--- config.mk ---
export PLATFORM = sky130hd
export DESIGN_NAME = kv_stream_reader
export DESIGN_NICKNAME = d
export VERILOG_FILES = /design/src/rtl/kv_stream_reader_pkg.sv /design/src/rtl/kv_stream_reader_fifo.sv /design/src/rtl/kv_stream_reader.sv
export SDC_FILE = /design/constraint.sdc
export NUM_CORES = 1
export LEC_CHECK = 0
export ABC_AREA = 1
export CAP_MARGIN = 20
export CORE_ASPECT_RATIO = 2
export CORE_MARGIN = 2
export CORE_UTILIZATION = 53
export CTS_CLUSTER_SIZE = 12
export DETAILED_ROUTE_END_ITERATION = 12
export GPL_TIMING_DRIVEN = 0
export PLACE_DENSITY = 0.81
export SLEW_MARGIN = 10
export SYNTH_ARGS = -nofsm -noshare
export SYNTH_HDL_FRONTEND = slang
export SYNTH_SLANG_ARGS = --single-unit
export TNS_END_PERCENT = 30
--- constraint.sdc ---
create_clock -name clk -period 9.4 [get_ports clk]
set_input_delay 1.88 -clock clk [delete_from_list [all_inputs] [get_ports clk]]
set_output_delay 1.88 -clock clk [all_outputs]
set_load 0.03 [all_outputs]
--- src/rtl/kv_stream_reader_pkg.sv ---
// Shared types and constants for the KV/weight-memory read streamer.
// Memory-port bundle, FSM state encoding and default sizing.
package kv_stream_reader_pkg;

  localparam int KV_ADDR_W   = 8;
  localparam int KV_RD_LAT   = 1;
  localparam int KV_WORDLINE = 128;
  localparam int KV_DEPTH    = 4;

  typedef struct packed {
    logic [KV_ADDR_W-1:0]   address;
    logic [KV_WORDLINE-1:0] data;
    logic [KV_WORDLINE-1:0] dout;
    logic                   me;
    logic                   we;
    logic                   oe;
  } kv_cache_packed_t;

  typedef enum logic [1:0] {
    IDLE,
    ISSUE,
    DRAIN
  } kv_stream_state_e;

endpackage

--- src/rtl/kv_stream_reader_fifo.sv ---
// Small synchronous FIFO holding wordlines returned by the SRAM.
// Pointers wrap explicitly so DEPTH need not be a power of two.
module stream_fifo
  import kv_stream_reader_pkg::*;
#(
  parameter int WIDTH = KV_WORDLINE,
  parameter int DEPTH = KV_DEPTH,
  localparam int CW = $clog2(DEPTH + 1),
  localparam int PW = (DEPTH > 1) ? $clog2(DEPTH) : 1
) (
  input  logic             clk,
  input  logic             rst,
  input  logic             push,
  input  logic [WIDTH-1:0] din,
  input  logic             pop,
  output logic [WIDTH-1:0] dout,
  output logic [CW-1:0]    count,
  output logic             empty,
  output logic             full
);

  logic [WIDTH-1:0] mem_q [DEPTH];
  logic [PW-1:0]    wr_ptr_q, wr_ptr_d;
  logic [PW-1:0]    rd_ptr_q, rd_ptr_d;
  logic [CW-1:0]    count_q, count_d;
  logic             push_ok, pop_ok;

  function automatic logic [PW-1:0] inc(
    input logic [PW-1:0] p
  );
    return (p == PW'(DEPTH - 1)) ? '0 : p + PW'(1);
  endfunction

  always_comb begin
    empty    = (count_q == '0);
    full     = (count_q == CW'(DEPTH));
    push_ok  = push && !full;
    pop_ok   = pop && !empty;
    wr_ptr_d = push_ok ? inc(wr_ptr_q) : wr_ptr_q;
    rd_ptr_d = pop_ok ? inc(rd_ptr_q) : rd_ptr_q;
    count_d  = count_q + CW'(push_ok) - CW'(pop_ok);
    count    = count_q;
    dout     = mem_q[rd_ptr_q];
  end

  always_ff @(posedge clk) begin
    if (rst) begin
      wr_ptr_q <= '0;
      rd_ptr_q <= '0;
      count_q  <= '0;
    end else begin
      wr_ptr_q <= wr_ptr_d;
      rd_ptr_q <= rd_ptr_d;
      count_q  <= count_d;
    end
  end

  always_ff @(posedge clk) begin
    if (push_ok) mem_q[wr_ptr_q] <= din;
  end

endmodule

--- src/rtl/kv_stream_reader.sv ---
// Sequential SRAM read streamer feeding the MAC input.
// Credits bound issued reads by free FIFO slots, so backpressure is lossless.
module kv_stream_reader
  import kv_stream_reader_pkg::*;
#(
  parameter int ADDR_W   = KV_ADDR_W,
  parameter int WORDLINE = KV_WORDLINE,
  parameter int RD_LAT   = KV_RD_LAT,
  parameter int DEPTH    = KV_DEPTH
) (
  input  logic                clk,
  input  logic                rst,
  input  logic                cmd_valid,
  output logic                cmd_ready,
  input  logic [ADDR_W-1:0]   cmd_base,
  input  logic [ADDR_W:0]     cmd_len,
  output logic [ADDR_W-1:0]   mem_address,
  output logic [WORDLINE-1:0] mem_data,
  output logic                mem_me,
  output logic                mem_we,
  output logic                mem_oe,
  input  logic [WORDLINE-1:0] mem_dout,
  output logic                out_valid,
  input  logic                out_ready,
  output logic [WORDLINE-1:0] out_data,
  output logic                out_last,
  output logic                done,
  output logic                busy
);

  localparam int LW = ADDR_W + 1;
  localparam int CW = $clog2(DEPTH + 1);

  kv_stream_state_e state_q, state_d;
  logic [ADDR_W-1:0] base_q, base_d;
  logic [LW-1:0]     len_q, len_d;
  logic [LW-1:0]     issue_cnt_q, issue_cnt_d;
  logic [LW-1:0]     beat_cnt_q, beat_cnt_d;
  logic [CW-1:0]     credits_q, credits_d;
  logic [RD_LAT-1:0] tag_q, tag_d;
  logic              done_q, done_d;

  kv_cache_packed_t  mem_bus;
  logic              issue, pop, last_beat;
  logic              fifo_empty, fifo_full;
  logic [CW-1:0]     fifo_count;
  logic              unused_fifo;

  assign unused_fifo = ^{fifo_count, fifo_full};

  always_comb begin
    issue = (state_q == ISSUE)
         && (issue_cnt_q < len_q)
         && (credits_q != '0);
    out_valid = !fifo_empty;
    pop       = out_valid && out_ready;
    last_beat = (beat_cnt_q == len_q - LW'(1));
    out_last  = out_valid && last_beat;

    mem_bus.address = issue
      ? base_q + issue_cnt_q[ADDR_W-1:0] : '0;
    mem_bus.data = '0;
    mem_bus.dout = mem_dout;
    mem_bus.me   = issue;
    mem_bus.we   = 1'b0;
    mem_bus.oe   = issue;

    mem_address = mem_bus.address;
    mem_data    = mem_bus.data;
    mem_me      = mem_bus.me;
    mem_we      = mem_bus.we;
    mem_oe      = mem_bus.oe;

    cmd_ready = (state_q == IDLE);
    done      = done_q;
    busy      = (state_q != IDLE) || (|tag_q);
  end

  always_comb begin
    state_d     = state_q;
    base_d      = base_q;
    len_d       = len_q;
    issue_cnt_d = issue_cnt_q;
    beat_cnt_d  = pop ? beat_cnt_q + LW'(1) : beat_cnt_q;
    done_d      = 1'b0;
    // Credit return by a pop only becomes usable next cycle.
    credits_d   = credits_q - CW'(issue) + CW'(pop);
    tag_d       = tag_q << 1;
    tag_d[0]    = issue;
    unique case (state_q)
      IDLE: begin
        if (cmd_valid) begin
          base_d      = cmd_base;
          len_d       = cmd_len;
          issue_cnt_d = '0;
          beat_cnt_d  = '0;
          if (cmd_len == '0) done_d  = 1'b1;
          else               state_d = ISSUE;
        end
      end
      ISSUE: begin
        if (issue) begin
          issue_cnt_d = issue_cnt_q + LW'(1);
          if (issue_cnt_q == len_q - LW'(1))
            state_d = DRAIN;
        end
      end
      DRAIN: begin
        if (pop && last_beat) begin
          state_d = IDLE;
          done_d  = 1'b1;
        end
      end
      default: state_d = IDLE;
    endcase
  end

  always_ff @(posedge clk) begin
    if (rst) begin
      state_q     <= IDLE;
      base_q      <= '0;
      len_q       <= '0;
      issue_cnt_q <= '0;
      beat_cnt_q  <= '0;
      credits_q   <= CW'(DEPTH);
      tag_q       <= '0;
      done_q      <= 1'b0;
    end else begin
      state_q     <= state_d;
      base_q      <= base_d;
      len_q       <= len_d;
      issue_cnt_q <= issue_cnt_d;
      beat_cnt_q  <= beat_cnt_d;
      credits_q   <= credits_d;
      tag_q       <= tag_d;
      done_q      <= done_d;
    end
  end

  stream_fifo #(
    .WIDTH(WORDLINE),
    .DEPTH(DEPTH)
  ) u_fifo (
    .clk  (clk),
    .rst  (rst),
    .push (tag_q[RD_LAT-1]),
    .din  (mem_bus.dout),
    .pop  (pop),
    .dout (out_data),
    .count(fifo_count),
    .empty(fifo_empty),
    .full (fifo_full)
  );

endmodule

==> impl_metrics.csv <==
group,metric,value,unit
run_status,status,"finished, final reports clean",
layout,fin_nets,2548,
sta,fin_worst_skew,0.0156,ns
sta,setup_tns,0,ns
pwr,clkPwrFrac,24.5,%
global_route,met1_usage,27.6,%
clocking,clock_latency,0.58,ns
drt,vias,16471,
clocking,cts_tree,"yes",
sta,period_needed,5.83,ns
layout,layout-drive-gt1-share,11.2,%
floorplanning,die_w,152,um
clocking,post_cts_resized,0,
global_route,busiest_layer,"met2",
synth,async_flop_share,0,%
setup_path,arrival,3.95,ns
setup_path,critPathCaptureType,"primary output",
sta,worst_hold_slack,0.496,ns
layout,fin_util,67.6,%
layout,stdcell_area,0.0292,sq mm
floorplanning,io_pins,421,
drt,drt_iter0_drc,1131,
floorplanning,die_y,300,um
global_route,grtUsageTotal,27.8,%
sta,max-slew-margin-rel,36.1,%
pwr,seqPwrFrac,36.9,%
synth,yosys.area.top_type,"edfxtp_1",
synth,yosysWarnings,0,
global_route,antenna_found_initial,14,
setup_path,worstSetupStartpointType,"flop",
synth,synth_edf_count,512,
pwr,p_switching,2.90,mW
clocking,h-tree-depth,2,
place,gp_congestion,0.946,
global_route,grt_start_max_net_pins,27,
flow_run,drv_cap,0,
sta,drv_slew,0,
pwr,peakVddDrop,0.000293,V
global_route,grt_overflow_total,0,
clocking,cts.sinks,563,
floorplanning,core-area,0.0432,sq mm
floorplanning,start_util,53.5,%
setup_path,worstPathRequired,7.52,ns
pwr,swShare,37.2,%
global_route,grt_pass1_wl,94000,um
place,post-place-ws,4.45,ns
synth,synth_seq_cells,563,
setup_path,cp_max_fo,12,
worst_hold_path,holdCritPathClass,"reg2reg",
floorplanning,row_count,108,
global_route,use_met3,6.76,%
clocking,max-clock-path-buffers,3,
synth,synth_cells,1872,
layout,syn_to_final_growth,26.3,%
synth,synth_area,0.0232,sq mm
sta,post-route-period-util,62.0,%
global_route,grtUsageMet2,51.0,%
clocking,path_clk_slew,0.06,ns
floorplanning,dieArea,0.0455,sq mm
synth,synthTopCellsByArea,"edfxtp_1 66%, o21ai_0 6.3%, nor2_1 5.3%",
sta,hold_viol,0,
pwr,p_per_area,267,mW/mm^2
synth,synth.avg_cell_area,12.4,sq um
sta,rsz0062_at_grt,"false",
synth,ys_seq_area_share,70.8,%
drt,postRouteAntennaNets,0,
drt,viasPerCell,5.59,
drt,routed_wl,64300,um
synth,synth_top_area_share,66.4,%
clocking,post_cts_buffers,0,
clocking,cts_root_buffer,"clkbuf_16",
sta,worst_pin_slew,0.959,ns
synth,synth_cell_types,41,
drt,routedWlPerCell,21.8,um
clocking,cts_buffers,54,
sta,fmax,171,MHz
setup_path,worstSetupPathType,"reg2out",
sta,finalSetupViolCount,0,
place,post_dp_cell_area,0.0277,sq mm
synth,synthFlopType,"edfxtp_1",
drt,post-route-drc-count,0,
global_route,first_global_vias,16727,
place,port_buffers,290,
clocking,ctsHoldBuffers,0,
pwr,p_leak,10.6,nW
sta,setup_ws,3.57,ns
pwr,p_int,4.90,mW
place,dp_hpwl,45300,um
drt,dr.pass1.iters,5,
pwr,comb_power_share,38.6,%
-- metal layers --
metal,vias to the layer above,wire length (um)
li1,7464,-
met1,7976,20200
met2,818,34900
met3,201,5090
met4,12,4020
met5,-,71
-- cell families (layout without fill, tap and decap cells) --
family	Yosys count	count (layout)	share of synthesized area, %
AND/OR/NAND/NOR	503	503	9.06
adder cells (fa/ha/maj)	31	31	1.77
AO/OA/AOI/OAI	466	466	10.9
other	1	137	0.0162
flip-flops	563	563	70.8
XOR/XNOR	6	6	0.227
buffers and inverters	302	691	7.18
-- cell usage in the layout, fill, tap and decap left out, types with 5 or more instances in the layout --
cell type / count
edfxtp_1: 512
nor2_1: 322
o21ai_0: 291
clkdlybuf4s50_1: 290
buf_4: 134
conb_1: 129
o22ai_1: 128
nand2_1: 94
clkbuf_1: 93
inv_1: 74
clkbuf_16: 54
dfxtp_1: 51
nand3_1: 37
a21oi_1: 36
ha_1: 28
buf_12: 15
nor2_2: 14
diode_2: 8
nor3_1: 8
nor2_4: 7
buf_16: 7
buf_2: 6
nand2_2: 5
xor2_1: 5
nand4_1: 5
inv_2: 5
-- cell type report --
cell class              count  area (sq um)
inverters                  80           303
flip-flops and latches    563         16400
multi-input cells        1135          5610
diodes                      8          20.0
repair buffers            312          3400
fillers                  3029         14000
clock inverters             7          68.8
well taps                 550           688
clock buffers              70          1410
plain buffers             222          1360
-- power groups by stage --
stage          Clock (mW)  Combinational, mW  Sequential [mW]
6_report             1.91               3.01             2.88
5_1_grt              2.02               3.19             2.88
4_1_cts              1.93               3.00             2.88
3_5_place_dp            0               2.97             2.93
3_3_place_gp            0               2.91             2.95
2_1_floorplan           0               1.69             2.93
-- path summary, 6_finish.rpt --
path / from / end / slack, ns / cells past startpoint
min reg2reg: base_q[4] / base_q[4] / 0.50 / 2
max: issue_cnt_q[6] / mem_address[4] / 3.57 / 9
min: base_q[4] / base_q[4] / 0.50 / 2
max reg2reg: issue_cnt_q[6] / credits_q[2] / 5.76 / 13
-- worst max-delay path, cell delays in order (launching register included) --
cell and delay [ns]:
dfxtp_1 0.61, ha_1 0.33, nand2_1 0.07, nand2_1 0.04, a21oi_1 0.47, nand4_1 0.34, nor2_4 0.43, o21ai_0 0.15
nor2_1 0.12, clkdlybuf4s50_1 0.80
-- cells in the mapped netlist, drive strengths merged, types with 3 or more instances --
library cell and instances:
a21oi 37, a31oi 3, buf 145, clkbuf 77, dfxtp 51, edfxtp 512
fa 3, ha 28, inv 80, nand2 100, nand3 41, nand4 6
nor2 343, nor3 9, o21ai 293, o22ai 128, xor2 5
-- state kept, by name (all words and copies together), names as in the netlist, named ones only --
register	count
beat_cnt_q	9
u_fifo.rd_ptr_q	2
len_q	9
state_q	2
base_q	8
u_fifo.count	3
tag_q	1
u_fifo.wr_ptr_q	2
issue_cnt_q	9
credits_q	3
u_fifo.mem_q	512
done	1
-- per-stage QoR --
step / std cells / total power, mW
floorplan: 2000 / 4.63
global placement: 2840 / 5.86
detailed placement: 2862 / 5.90
CTS: 2939 / 7.80
global route: 2946 / 8.09
finish: 2947 / 7.80
Power figures use the tool's default switching activity.
